$ cat src/rtl/fir_mac_sequencer.sv
// ============================================================================
// Module   : fir_mac_sequencer
// Function : Control sequencer for a time-multiplexed single-MAC FIR datapath.
// Revision : 1.0 - initial release
// ============================================================================
`default_nettype none

module fir_mac_sequencer #(
  parameter int TAPS   = 32,
  parameter int ADDR_W = 5,
  parameter int PIPE   = 1
) (
  input  logic              clk,
  input  logic              rst_n,
  input  logic              in_valid,
  output logic              in_ready,
  output logic              wr_en,
  output logic [ADDR_W-1:0] wr_addr,
  output logic [ADDR_W-1:0] rd_addr,
  output logic [ADDR_W-1:0] co_addr,
  output logic              acc_clr,
  output logic              add_en,
  output logic              out_valid,
  input  logic              out_ready,
  output logic              filled
);

  typedef enum logic [1:0] {
    S_IDLE  = 2'd0,
    S_MAC   = 2'd1,
    S_DRAIN = 2'd2,
    S_HOLD  = 2'd3
  } state_t;

  localparam logic [ADDR_W-1:0] c_LAST       = ADDR_W'(TAPS - 1);
  localparam int                c_DRAIN_INT  = (PIPE == 0) ? 0 : PIPE - 1;
  localparam logic [1:0]        c_DRAIN_LAST = 2'(c_DRAIN_INT);

  state_t            r_state;
  state_t            w_state_nxt;
  logic              r_in_ready;
  logic              r_out_valid;
  logic              r_filled;
  logic [ADDR_W-1:0] r_wr_addr;
  logic [ADDR_W-1:0] r_rd_addr;
  logic [ADDR_W-1:0] r_k;
  logic [1:0]        r_drain;

  logic              w_accept;
  logic              w_tap_last;
  logic [ADDR_W-1:0] w_wr_next;
  logic [ADDR_W-1:0] w_rd_next;

  assign w_accept   = in_valid & r_in_ready;
  assign w_tap_last = (r_k == c_LAST);
  // Explicit wrap at TAPS so non-power-of-two tap counts stay inside the ring.
  assign w_wr_next  = (r_wr_addr == c_LAST) ? '0 : r_wr_addr + 1'b1;
  assign w_rd_next  = (r_rd_addr == '0) ? c_LAST : r_rd_addr - 1'b1;

  always_ff @(posedge clk or negedge rst_n) begin
    if (!rst_n) begin
      r_state <= S_IDLE;
    end else begin
      r_state <= w_state_nxt;
    end
  end

  always_comb begin
    w_state_nxt = r_state;
    case (r_state)
      S_IDLE:  if (w_accept) w_state_nxt = S_MAC;
      S_MAC:   if (w_tap_last) w_state_nxt = (PIPE == 0) ? S_HOLD : S_DRAIN;
      S_DRAIN: if (r_drain == c_DRAIN_LAST) w_state_nxt = S_HOLD;
      S_HOLD:  if (out_ready) w_state_nxt = S_IDLE;
      default: w_state_nxt = S_IDLE;
    endcase
  end

  // Handshake flags follow the next state, so they are registered yet track it exactly.
  always_ff @(posedge clk or negedge rst_n) begin
    if (!rst_n) begin
      r_in_ready  <= 1'b0;
      r_out_valid <= 1'b0;
      r_filled    <= 1'b0;
      r_wr_addr   <= '0;
      r_rd_addr   <= '0;
      r_k         <= '0;
      r_drain     <= '0;
    end else begin
      r_in_ready  <= (w_state_nxt == S_IDLE);
      r_out_valid <= (w_state_nxt == S_HOLD);
      if (w_accept) begin
        r_wr_addr <= w_wr_next;
        r_rd_addr <= r_wr_addr;
        r_k       <= '0;
        if (r_wr_addr == c_LAST) r_filled <= 1'b1;
      end else if (r_state == S_MAC && !w_tap_last) begin
        r_k       <= r_k + 1'b1;
        r_rd_addr <= w_rd_next;
      end
      if (r_state == S_MAC) begin
        r_drain <= '0;
      end else if (r_state == S_DRAIN) begin
        r_drain <= r_drain + 1'b1;
      end
    end
  end

  assign in_ready  = r_in_ready;
  assign wr_en     = w_accept;
  assign wr_addr   = r_wr_addr;
  assign rd_addr   = r_rd_addr;
  assign co_addr   = r_k;
  assign add_en    = (r_state == S_MAC);
  assign acc_clr   = (r_state == S_MAC) && (r_k == '0);
  assign out_valid = r_out_valid;
  assign filled    = r_filled;

endmodule

`default_nettype wire

$ cat config.mk
export PLATFORM = sky130hd
export DESIGN_NAME = fir_mac_sequencer
export DESIGN_NICKNAME = d
export VERILOG_FILES = /design/src/rtl/fir_mac_sequencer.sv
export SDC_FILE = /design/constraint.sdc
export NUM_CORES = 1
export LEC_CHECK = 0
export CAP_MARGIN = 20
export CORE_ASPECT_RATIO = 1.5
export CORE_MARGIN = 5
export CORE_UTILIZATION = 55
export CTS_CLUSTER_DIAMETER = 50
export DETAILED_ROUTE_END_ITERATION = 7
export DONT_BUFFER_PORTS = 1
export PLACE_DENSITY = 0.81
export REMOVE_ABC_BUFFERS = 1
export SYNTH_ARGS = -nofsm -noshare
export SYNTH_HDL_FRONTEND = slang
export SYNTH_SLANG_ARGS = --single-unit
export TNS_END_PERCENT = 1
$ cat constraint.sdc
create_clock -name clk -period 1.8 [get_ports clk]
set_input_delay 0.36 -clock clk [delete_from_list [all_inputs] [get_ports clk]]
set_output_delay 0.36 -clock clk [all_outputs]
set_load 0.005 [all_outputs]
Yosys cells after proc, flatten, opt, wreduce, memory -nomap -nowiden
Index checks and enable logic that the tools add are counted.

Flip-flop bits (word level): 22. Word-level logic and storage cells: 43. Input bits: 4. Output and inout port bits: 21.

Mux-type cells: 13. $add $sub $neg: 4. Reduce and logical (&&, ||, !) cells: 11. Bitwise operators: 1. Equality and inequality tests: 6.

Operators with widths (count): $mux 5 (6); $mux 2 (6); $add 5x1->5 const B (2); $eq 5x5->1 const B (2); $logic_not 5->1 (2); $pmux 2 s4 (1); $eq 2x2->1 const B (3); $logic_not 2->1 (3); $sub 5x1->5 const B (1); $reduce_bool 2->1 (2); $add 2x1->2 const B (1); $eq 2x1->1 const B (1); $logic_and 1x1->1 (2); $reduce_and 2->1 (1); $and 1x1->1 (1); $logic_not 1->1 (1).

Depth between registers and ports, before layout
Depth in word-level cells: 5. Mapped depth: 7. Gate-level depth less buffers: 6.

Worst setup path after synthesis
OpenSTA, ideal clock, no wires.

Kind: register to register. Start point: reg r_k[0], in the netlist co_addr[0]. End point: reg r_rd_addr[4], in the netlist rd_addr[4]. Arrival: 1.743 ns. Required time: 1.718 ns. Library setup time: 0.082 ns. Path slack: -0.025 ns. Clock period less this slack: 1.825 ns. Cell stages (with the launch flop): 7. Buffers on the path: 0. Path through: dfrtp_1 > ha_1 > and3_1 > ha_1 > nand3b_4 > or4_1 > a31oi_1.

Cells in the longest elaborated chain, start to end: 4.

Ends and longest elaborated chain: start: declaration (line 46) `logic [ADDR_W-1:0] r_k;`; start signal: assignment (line 98) `r_k <= r_k + 1'b1;`; $eq 5x5->1 (line 55) `assign w_tap_last = (r_k == c_LAST);`; $logic_not 1->1 (line 97) `end else if (r_state == S_MAC && !w_tap_last) begin`; $logic_and 1x1->1 (line 97); $reduce_bool 2->1 (no source line); end signal: assignment (line 94) `r_rd_addr <= r_wr_addr;`; end signal: assignment (line 99) `r_rd_addr <= w_rd_next;`; end: declaration (line 45) `logic [ADDR_W-1:0] r_rd_addr;`.

Every way passes these cells. A chain may end at the register's enable or synchronous reset.

Worst setup path in the final report
Ends and elaborated chain as after synthesis.

==> results.toml <==
[outcome]
status = "completed"

[placed_design]
place_congestion = 0.804
dp_slack_ps = -118
place_area_um2 = 1340
io_buffers = 0
hpwl_um = 2040

[yosys]
yosys.area_share.simple_pct = 22.8
seq_area_frac_synth_pct = 44.0
synth_top_family_by_area = "simple AND/OR/NAND/NOR gates"
synth_xor_xnor_area_share_pct = 1.40
synthMuxAreaShare_pct = 1.20
ys_ff_latch = 22
synth_area_um2 = 1250
synth-compound-area-share_pct = 14.3
synthDistinctLibCells = 33
synth_edf_count = 0
avgSynthCellArea_um2 = 9.92
ys_async_sr_fraction_pct = 100
synthAdderAreaFrac_pct = 11.0
synth_flop_cell = "dfrtp_1"
yosysWarnings = 0
syn_inst = 126

[finish]
final_common_cell = "nand2_1"
fin_area_um2 = 1490
antenna_cells = 0
layout-drive-gt1-share_pct = 24.6
fin_nets = 158
layout_common_cells = "nand2_1, dfrtp_1, buf_4"
syn_to_final_growth_pct = 19.2

[timing]
worst_pin_slew_ps = 386
whs_ps = 317
max_slew_margin_pct = 73.9
fin_skew_ps = 8.86
hold_viol_final = 0
drv_slew = 0
post-route-min-period_ps = 1760
max_freq_ghz = 0.568
setup_viol = 0
rsz0062_at_grt = "true"
fin_crit_sh_pct = 97.7
finalWorstSetupSlack_ps = 40.9

[power]
switching_share_pct = 41.6
intPower_mw = 1.31
power_density_nw_per_um2 = 1510
pwr-share-seq_pct = 39.6
power_frac_clock_pct = 12.3
leakagePower_nw = 0.725
ir_worst_vdd_uv = 772
power.switching_uw = 938
combPwrFrac_pct = 48.1

[critical_path]
critPathBufInv = 0
end_kind = "flip-flop"
crit_type = "reg -> reg"
cp.required_ps = 2050
reg2reg_slack_ps = 40
cp-start-kind = "flip-flop"
crit_path_max_incr_delay_ps = 420
worstPathArrival_ps = 2010
path_max_fanout = 5
crit_slowest_cell = "or4_1"
cp_cell_sequence = "ha_2 > and3_4 > ha_4 > nand3b_4 > or4_1 > a31oi_2"
reg2reg_to = "rd_addr[4]"
r2r_cells = 6
r2r-start = "co_addr[0]"
startpoint = "co_addr[0]"
cp_top_family = "simple AND/OR/NAND/NOR gates"

[drt]
vias_per_cell = 6.00
drt_iter0_markers = 26
route.detailed.drc = 0
post_drt_wl_per_cell_um = 17.1
final_antenna_net_count = 0
vias = 990
routed_wl_um = 2830
drtPass1Iterations = 4

[die]
core-area_um2 = 2210
die_area_um2 = 3350
fp-row-count = 21
chipWidth_um = 48.9
die_h_um = 68.4
pin_count = 25
initial_utilization_pct = 56.6

[grt]
grt_max_degree = 23
gr-total-overflow = 0
antenna_found_initial = 0
grt_pass1_vias = 1097
grt_pass1_wl_um = 4770
track_usage_pct = 18.3

[clock_tree]
clk_pin_slew_ps = 120
cts.sinks = 22
cts_buffers = 3
cts_tree = "done"
cts-root-buf = "clkbuf_4"
clock_latency_ps = 320
ctsHtreeMaxLevel = 1
cts_buffer_depth = 2

[worst_hold_path]
hp-class = "in -> async"

[run]
drv_cap = 0
## routing by layer
layer  vias to the layer above  track usage [%]  part of all wire (%)
li1                        473                -                     -
met1                       483             18.8                    37
met2                        25             33.8                    55
met3                         9             3.05                   4.9
met4                         0             12.5                   3.1
met5                         -                0                     0
## worst max path at each step
| stage | to | cells after the start | slack, ps |
|---|---|---|---|
| 2_1_floorplan | rd_addr[4] | 6 | -30 |
| 3_5_place_dp | rd_addr[4] | 6 | -120 |
| 5_1_grt | acc_clr | 5 | -30 |
| 4_1_cts | acc_clr | 5 | 9 |
| 3_3_place_gp | rd_addr[4] | 6 | -9 |
| 6_report | rd_addr[4] | 6 | 40 |
## logic make-up after synthesis
family / Yosys count
AND/OR/NAND/NOR: 51
AO/OA/AOI/OAI: 26
flip-flops: 22
buffers and inverters: 13
adder cells (fa/ha/maj): 11
XOR/XNOR: 2
multiplexers: 1
## cell type report
cell class | instances | area, um2
Clock buffer | 4 | 36.3
Fill cell | 167 | 717
Inverter | 10 | 37.5
Multi-Input combinational cell | 91 | 699
Sequential cell | 22 | 553
Tap cell | 23 | 28.8
Timing Repair Buffer | 15 | 135
## synth_stat cells, types with 2 or more instances
library cell  count  area (um2)
nor2_1            5        18.8
xor2_1            2        17.5
a31oi_1           2        12.5
nand2_1          21        78.8
a21oi_1           4        20.0
and3_1            4        25.0
nand2b_1          2        12.5
nand3_1           3        15.0
ha_1             11         138
o31ai_1           4        30.0
o21ai_0          10        50.1
dfrtp_1          22         551
inv_1            10        37.5
nor2b_1           2        12.5
buf_6             2        22.5
nand3b_1          3        22.5
nor3_1            3        15.0
## stage by stage
stage / total power [mW] / util (%) / cells / setup TNS (ps)
6_report: 2.25 / 67.5 / 165 / 0
5_1_grt: 2.45 / 67.5 / 165 / -53.7
4_1_cts: 2.20 / 64.6 / 164 / 0
3_5_place_dp: 1.89 / 60.8 / 158 / -196
3_3_place_gp: 1.83 / 60.8 / 158 / -9.41
2_1_floorplan: 1.52 / - / 123 / -34.7
## sequential cells by signal, indices dropped and copies added (netlist names)
| name | flops |
|---|---|
| filled | 1 |
| r_state | 2 |
| in_ready | 1 |
| r_drain | 2 |
| wr_addr | 5 |
| out_valid | 1 |
| rd_addr | 5 |
| co_addr | 5 |
## what timing repair did
item | CTS | global route
hold buffers | 1 | 0
pin swaps | 1 | 0
endpoints found under the hold margin | 22 | 0
setup buffers | 1 | 0
setup endpoints to repair | 6 | 4
gates resized for setup | 7 | 7
## power groups by stage
stage                     Sequential, mW  Combinational (mW)  Clock (mW)
after global routing               0.928                1.22       0.305
after global placement             0.877               0.952           0
after floorplan                    0.854               0.662           0
final                              0.893                1.08       0.276
after detailed placement           0.884                1.01           0
after CTS                          0.877                1.04       0.283
## worst reg2reg max path, stage by stage, from the launching register on
cell and delay, ps:
dfrtp_1 410, ha_2 200, and3_4 180, ha_4 180
nand3b_4 150, or4_1 420, a31oi_2 160
Power figures use the tool's default switching activity.
